--- src/rtl/ysyx_041514_trap_seq.sv ---
// ysyx_041514_trap_seq
// Sequences the pipeline through one trap, mret or fence.i event. An event is
// accepted in IDLE, the sequencer optionally waits in DRAIN for the data bus to
// go quiet, then pulses the CSR commit strobe and the fetch redirect strobe.
//
// state    | meaning
// ---------+-------------------------------------------------------------
// IDLE     | no event in flight; accepts the highest-priority request
// DRAIN    | waiting for mem_busy_i to drop (or for the watchdog)
// COMMIT   | one cycle: commit_o/flush_o high, CSRs written
// REDIRECT | one cycle: redirect_valid_o high, fetch restarts
//
// Ports:
//   clk, rst                  clock, synchronous active-high reset
//   inst_valid_i              mem stage holds a valid instruction
//   exc_valid_i, exc_code_i   synchronous exception and its code
//   mret_i, fencei_i          mem-stage instruction is mret / fence.i
//   mstatus_mie_i             global interrupt enable
//   irq_mei_i/msi_i/mti_i     pending-and-enabled machine interrupts
//   mem_busy_i                data-bus transaction outstanding
//   stall_o, flush_o          pipeline hold / kill IF..MEM
//   commit_o                  one-cycle CSR write strobe
//   kind_o, cause_o           latched event kind (0 trap,1 mret,2 fencei) and mcause
//   redirect_valid_o          one-cycle fetch redirect strobe
//   drain_cycles_o            cycles spent in DRAIN by the last event (saturating)
//   drain_timeout_o           sticky drain watchdog flag
module ysyx_041514_trap_seq #(
  parameter int XLEN      = 64,
  parameter int DRAIN_MAX = 255
) (
  input  logic            clk,
  input  logic            rst,
  input  logic            inst_valid_i,
  input  logic            exc_valid_i,
  input  logic [3:0]      exc_code_i,
  input  logic            mret_i,
  input  logic            fencei_i,
  input  logic            mstatus_mie_i,
  input  logic            irq_mei_i,
  input  logic            irq_msi_i,
  input  logic            irq_mti_i,
  input  logic            mem_busy_i,
  output logic            stall_o,
  output logic            flush_o,
  output logic            commit_o,
  output logic [1:0]      kind_o,
  output logic [XLEN-1:0] cause_o,
  output logic            redirect_valid_o,
  output logic [7:0]      drain_cycles_o,
  output logic            drain_timeout_o
);

  typedef enum logic [1:0] {
    IDLE     = 2'd0,
    DRAIN    = 2'd1,
    COMMIT   = 2'd2,
    REDIRECT = 2'd3
  } state_t;

  localparam logic [1:0] KIND_TRAP   = 2'd0;
  localparam logic [1:0] KIND_MRET   = 2'd1;
  localparam logic [1:0] KIND_FENCEI = 2'd2;

  localparam logic [XLEN-1:0] INT_BIT   = {1'b1, {(XLEN-1){1'b0}}};
  localparam logic [XLEN-1:0] CAUSE_MEI = INT_BIT | XLEN'(11);
  localparam logic [XLEN-1:0] CAUSE_MSI = INT_BIT | XLEN'(3);
  localparam logic [XLEN-1:0] CAUSE_MTI = INT_BIT | XLEN'(7);

  localparam logic [7:0] DRAIN_LIM = 8'(DRAIN_MAX);

  state_t          state;
  logic            commit_q;
  logic            redirect_q;

  logic            irq_ok;
  logic            req_any;
  logic            accept;
  logic [1:0]      next_kind;
  logic [XLEN-1:0] next_cause;
  logic [7:0]      drain_inc;

  // Interrupts need a valid instruction in mem so mepc has a return address.
  assign irq_ok  = mstatus_mie_i & inst_valid_i;
  assign req_any = (irq_ok & (irq_mei_i | irq_msi_i | irq_mti_i))
                 | exc_valid_i | mret_i | fencei_i;
  assign accept  = ~rst & (state == IDLE) & req_any;

  // Priority: MEI > MSI > MTI > exception > mret > fencei.
  always_comb begin
    next_kind  = KIND_TRAP;
    next_cause = '0;
    if (irq_ok && irq_mei_i) begin
      next_cause = CAUSE_MEI;
    end else if (irq_ok && irq_msi_i) begin
      next_cause = CAUSE_MSI;
    end else if (irq_ok && irq_mti_i) begin
      next_cause = CAUSE_MTI;
    end else if (exc_valid_i) begin
      next_cause = {{(XLEN-4){1'b0}}, exc_code_i};
    end else if (mret_i) begin
      next_kind = KIND_MRET;
    end else if (fencei_i) begin
      next_kind = KIND_FENCEI;
    end
  end

  assign drain_inc = (drain_cycles_o == 8'hFF) ? 8'hFF : drain_cycles_o + 8'd1;

  always_ff @(posedge clk) begin
    if (rst) begin
      state           <= IDLE;
      kind_o          <= KIND_TRAP;
      cause_o         <= '0;
      drain_cycles_o  <= 8'd0;
      drain_timeout_o <= 1'b0;
      commit_q        <= 1'b0;
      redirect_q      <= 1'b0;
    end else begin
      commit_q   <= 1'b0;
      redirect_q <= 1'b0;
      case (state)
        IDLE: begin
          if (req_any) begin
            kind_o         <= next_kind;
            cause_o        <= next_cause;
            drain_cycles_o <= 8'd0;
            if (mem_busy_i) begin
              state <= DRAIN;
            end else begin
              state    <= COMMIT;
              commit_q <= 1'b1;
            end
          end
        end
        DRAIN: begin
          drain_cycles_o <= drain_inc;
          if (!mem_busy_i) begin
            state    <= COMMIT;
            commit_q <= 1'b1;
          end else if (drain_inc >= DRAIN_LIM) begin
            // Watchdog: give up waiting and commit anyway, flagging it.
            state           <= COMMIT;
            commit_q        <= 1'b1;
            drain_timeout_o <= 1'b1;
          end
        end
        COMMIT: begin
          state      <= REDIRECT;
          redirect_q <= 1'b1;
        end
        REDIRECT: begin
          state <= IDLE;
        end
        default: begin
          state <= IDLE;
        end
      endcase
    end
  end

  // Strobes are masked by rst so nothing leaks out during a reset cycle.
  assign stall_o          = ~rst & ((state != IDLE) | accept);
  assign commit_o         = ~rst & commit_q;
  assign flush_o          = ~rst & commit_q;
  assign redirect_valid_o = ~rst & redirect_q;

endmodule

--- config.mk ---
export PLATFORM = sky130hd
export DESIGN_NAME = ysyx_041514_trap_seq
export DESIGN_NICKNAME = d
export VERILOG_FILES = /design/src/rtl/ysyx_041514_trap_seq.sv
export SDC_FILE = /design/constraint.sdc
export NUM_CORES = 1
export LEC_CHECK = 0
export BUFFER_PORTS_ARGS = -buffer_cell sky130_fd_sc_hd__clkbuf_2
export CORE_MARGIN = 3
export CORE_UTILIZATION = 47
export DETAILED_ROUTE_END_ITERATION = 10
export PLACE_DENSITY = 0.89
export SYNTH_ARGS = -nofsm -noshare
export SYNTH_HDL_FRONTEND = slang
export SYNTH_SLANG_ARGS = --single-unit
export TNS_END_PERCENT = 100
--- constraint.sdc ---
create_clock -name clk -period 3.32 [get_ports clk]
set_clock_uncertainty 0.2 [all_clocks]
set_input_delay 0.498 -clock clk [delete_from_list [all_inputs] [get_ports clk]]
set_output_delay 0.498 -clock clk [all_outputs]
set_load 0.02 [all_outputs]
==> parameters.txt <==
Parameter                              Value

Setup path
  Class of the most critical setup path    reg2out
  Slowest cell on the critical path    or4b_1
  Critical path depth in cells    6
  Critical path data required time    2.62 ns
  Cell Chain, Critical Path    inv_1 -> ha_1 -> or4b_1 -> nor2_1 -> nor2_1 -> clkbuf_2
  Startpoint type of the worst setup path    register
  FF-to-FF setup slack    0.89 ns
  Crit path largest cell delay    0.52 ns
  Worst R2R End    state[1]$_SDFFE_PP0P_
  Buf+Inv Stages, Crit Path    2
  Data arrival, critical path    2.02 ns
  Reg-to-Reg Start    state[1]$_SDFFE_PP0P_
  Critical path's most frequent cell    nor2_1
  Maximum fanout along the worst path    10
  R2R depth    6
  Top delay family on crit path    simple AND/OR/NAND/NOR gates
  Category of the worst setup path capture point    primary output

Run
  Maxcap violations    0

Die
  Initial Utilization    0.512
  Row cnt    20
  Die X-Extent    64.6 um
  Core Box Area    3150 um2
  Die span in y    64.6 um
  Ports placed on the boundary    94
  Total Die Area    4170 um2

Clocking
  CTS max path bufs    2
  CTS buffer count    3
  Deepest level of the CTS H-tree    1
  Latest clock arrival within the worst-skew pair    0.31 ns
  Clock input transition at the sequential cells of the worst setup and hold paths    0.11 ns
  TritonCTS clock tree    yes
  Number of gates resized after cts    0
  Number of clock sinks seen by CTS    20
  Post-CTS setup buffers    0
  CTS Root Cell    clkbuf_4
  Hold-fix buffer count after cts    0

Min path
  Hold path endpoint    cause_o[3]$_SDFFE_PP0P_
  Hold Path Depth    3
  HP Class    in2reg
  Start point of the worst hold path    exc_code_i[3]

Drt
  Number of DRC markers after the initial detailed-route iteration    41
  ANT nets after route    0
  Final wirelength    2910 um
  Via count normalized by instance count    4.68
  Detailed-router iteration count before antenna repair    4
  Detailed-route DRC error count    0
  Number of vias after detailed routing    1296
  Average wire per cell in the routed design    10.5 um

Timing
  Relative slew margins    0.579
  Clock period minus worst slack    2.72 ns
  Worst Tran Pin Value    0.626 ns
  Number of failing setup endpoints in the final timing report    0
  Hold WS    0.252 ns
  Total count of max-transition violations in the final report    0
  Fmax achieved    0.367 GHz
  RSZ-0062 raised after global routing    no
  Number of hold-slack violations in the final timing report    0
  Setup TNS    0 ns
  Crit share post-route    0.820

GRT
  Overall global routing resource usage    0.129
  Largest net degree at the start of global routing    27
  Vias in the first global route    1007
  Remaining global-route overflow    0
  First-pass GRT wire length    4420 um
  Number of antenna violations at the first check in global routing    0

Logic synthesis
  EDFF count, synth    0
  Mean instance size in the synthesized netlist    7.91 um2
  Leading area contributor after synthesis    buf_4
  Flip-flop cell with the highest count after synthesis    dfxtp_1
  Most common library cells after synthesis    buf_4, dfxtp_1, nor2_1
  Synthesized area    1610 um2
  Count of warnings emitted by yosys    0
  Top cells by area, synth    buf_4, dfxtp_1, a21oi_1
  Number of flip-flops and latches in the synthesized netlist    20
  Number of cells produced by synthesis    204
  Post-synth top area share    0.289
  Sequential-to-total area share from yosys stat    0.248
  Number of different library cells in the post-synthesis netlist    44
  Cell with the most instances after synthesis    buf_4
  Async set or reset register ratio after synthesis    0

Place
  Count of port buffers added during placement    34
  Placer Congestion    0.920
  Post-detail-place hpwl    2320 um

Finish
  Final cell utilization of the core    0.510
  Layout overhead on the synthesized area    -0.388%
  # fillers    326
  Fraction of layout instances using a drive strength above 1    0.189
  Net count reported at finish    253
  Antenna diode instance count    0

Power and ir drop
  Max IR drop VDD    308 uV
  Leakage    0.000739 uW
  Power per standard cell area    416 nW/um2

Status
  Outcome    complete, no violations
## final cells by class
| type | instances | area, um2 | share of cell area |
|---|---|---|---|
| Sequential cell | 20 | 400 | 0.249 |
| Clock buffer | 4 | 36.3 | 0.0226 |
| Inverter | 4 | 15.0 | 0.00935 |
| Timing Repair Buffer | 34 | 170 | 0.106 |
| Multi-Input combinational cell | 171 | 930 | 0.579 |
| Tap cell | 44 | 55.1 | 0.0343 |
## worst register-to-register path: stages, from the launching register on
cell,delay (ns)
dfxtp_1,0.33
inv_1,0.10
ha_1,0.40
or4b_1,0.52
or2_1,0.28
a31oi_2,0.18
mux2_1,0.33
## flip-flops by register name (all words and copies together) (netlist names)
signal	flops
cause_o	5
drain_cycles_o	8
commit_q	1
kind_o	2
state	2
redirect_q	1
drain_timeout_o	1
## stage by stage
stage          instance area, um2  power [uW]  instances  worst slack (ns)
3_3_place_gp                 1570         528        273             0.943
3_5_place_dp                 1570         532        273             0.887
5_1_grt                      1610         717        277             0.429
2_1_floorplan                1830         535        262             0.993
6_report                     1610         669        277             0.599
4_1_cts                      1610         677        277             0.571
## kinds of logic after synthesis
logic type | after synthesis | share of synthesized area
buf+inv | 71 | 0.310
simple gates | 59 | 0.187
other cells | 1 | 0.00233
mux | 4 | 0.0264
flops | 20 | 0.248
fa+ha+maj | 4 | 0.0310
xor+xnor | 1 | 0.00543
compound gates | 44 | 0.189
## power by group
part	leakage (uW)	internal (uW)	total, uW	switching, uW
Sequential	0.000163	263	276	13.4
Combinational	0.000555	70.1	251	181
Clock	0.0000210	67.0	142	75.1
## layout by cell type (no fill, tap or decap), types with 2 or more instances in the layout
master    Yosys  routed
o211ai_1      2       2
or3_1         2       2
clkbuf_2      1      34
nand2_1      11      11
nor3_1        4       4
conb_1        1      59
dfxtp_1      20      20
a41oi_1       2       2
nor2b_1       6       6
nand4b_1      2       2
o21ai_1       2       2
a21oi_1      16      16
o21ai_0       7       7
mux2i_1       2       2
ha_1          4       4
nand3_1       7       7
mux2_1        2       2
a211oi_1      3       3
nand4_1       2       2
inv_1         4       4
clkbuf_4      0       3
nor2_1       17      17
## how the worst max path moves through the flow
| stage | startpoint | end | slack (ns) |
|---|---|---|---|
| global placement | state[1]$_SDFFE_PP0P_ | state[1]$_SDFFE_PP0P_ | 0.94 |
| CTS | state[0]$_SDFFE_PP0P_ | stall_o | 0.57 |
| floorplan | drain_cycles_o[1]$_SDFFE_PP0P_ | state[0]$_SDFFE_PP0P_ | 0.99 |
| finish | state[1]$_SDFFE_PP0P_ | stall_o | 0.60 |
| detailed placement | state[0]$_SDFFE_PP0P_ | state[1]$_SDFFE_PP0P_ | 0.89 |
| global route | state[1]$_SDFFE_PP0P_ | stall_o | 0.43 |
## per-layer routing
| metal | share of wire | track usage |
|---|---|---|
| met5 | 0 | 0 |
| met2 | 0.47 | 0.207 |
| met4 | 0.0041 | 0.0317 |
| met1 | 0.42 | 0.163 |
| met3 | 0.11 | 0.0468 |
No activity file was read; power rests on OpenSTA's default activity.
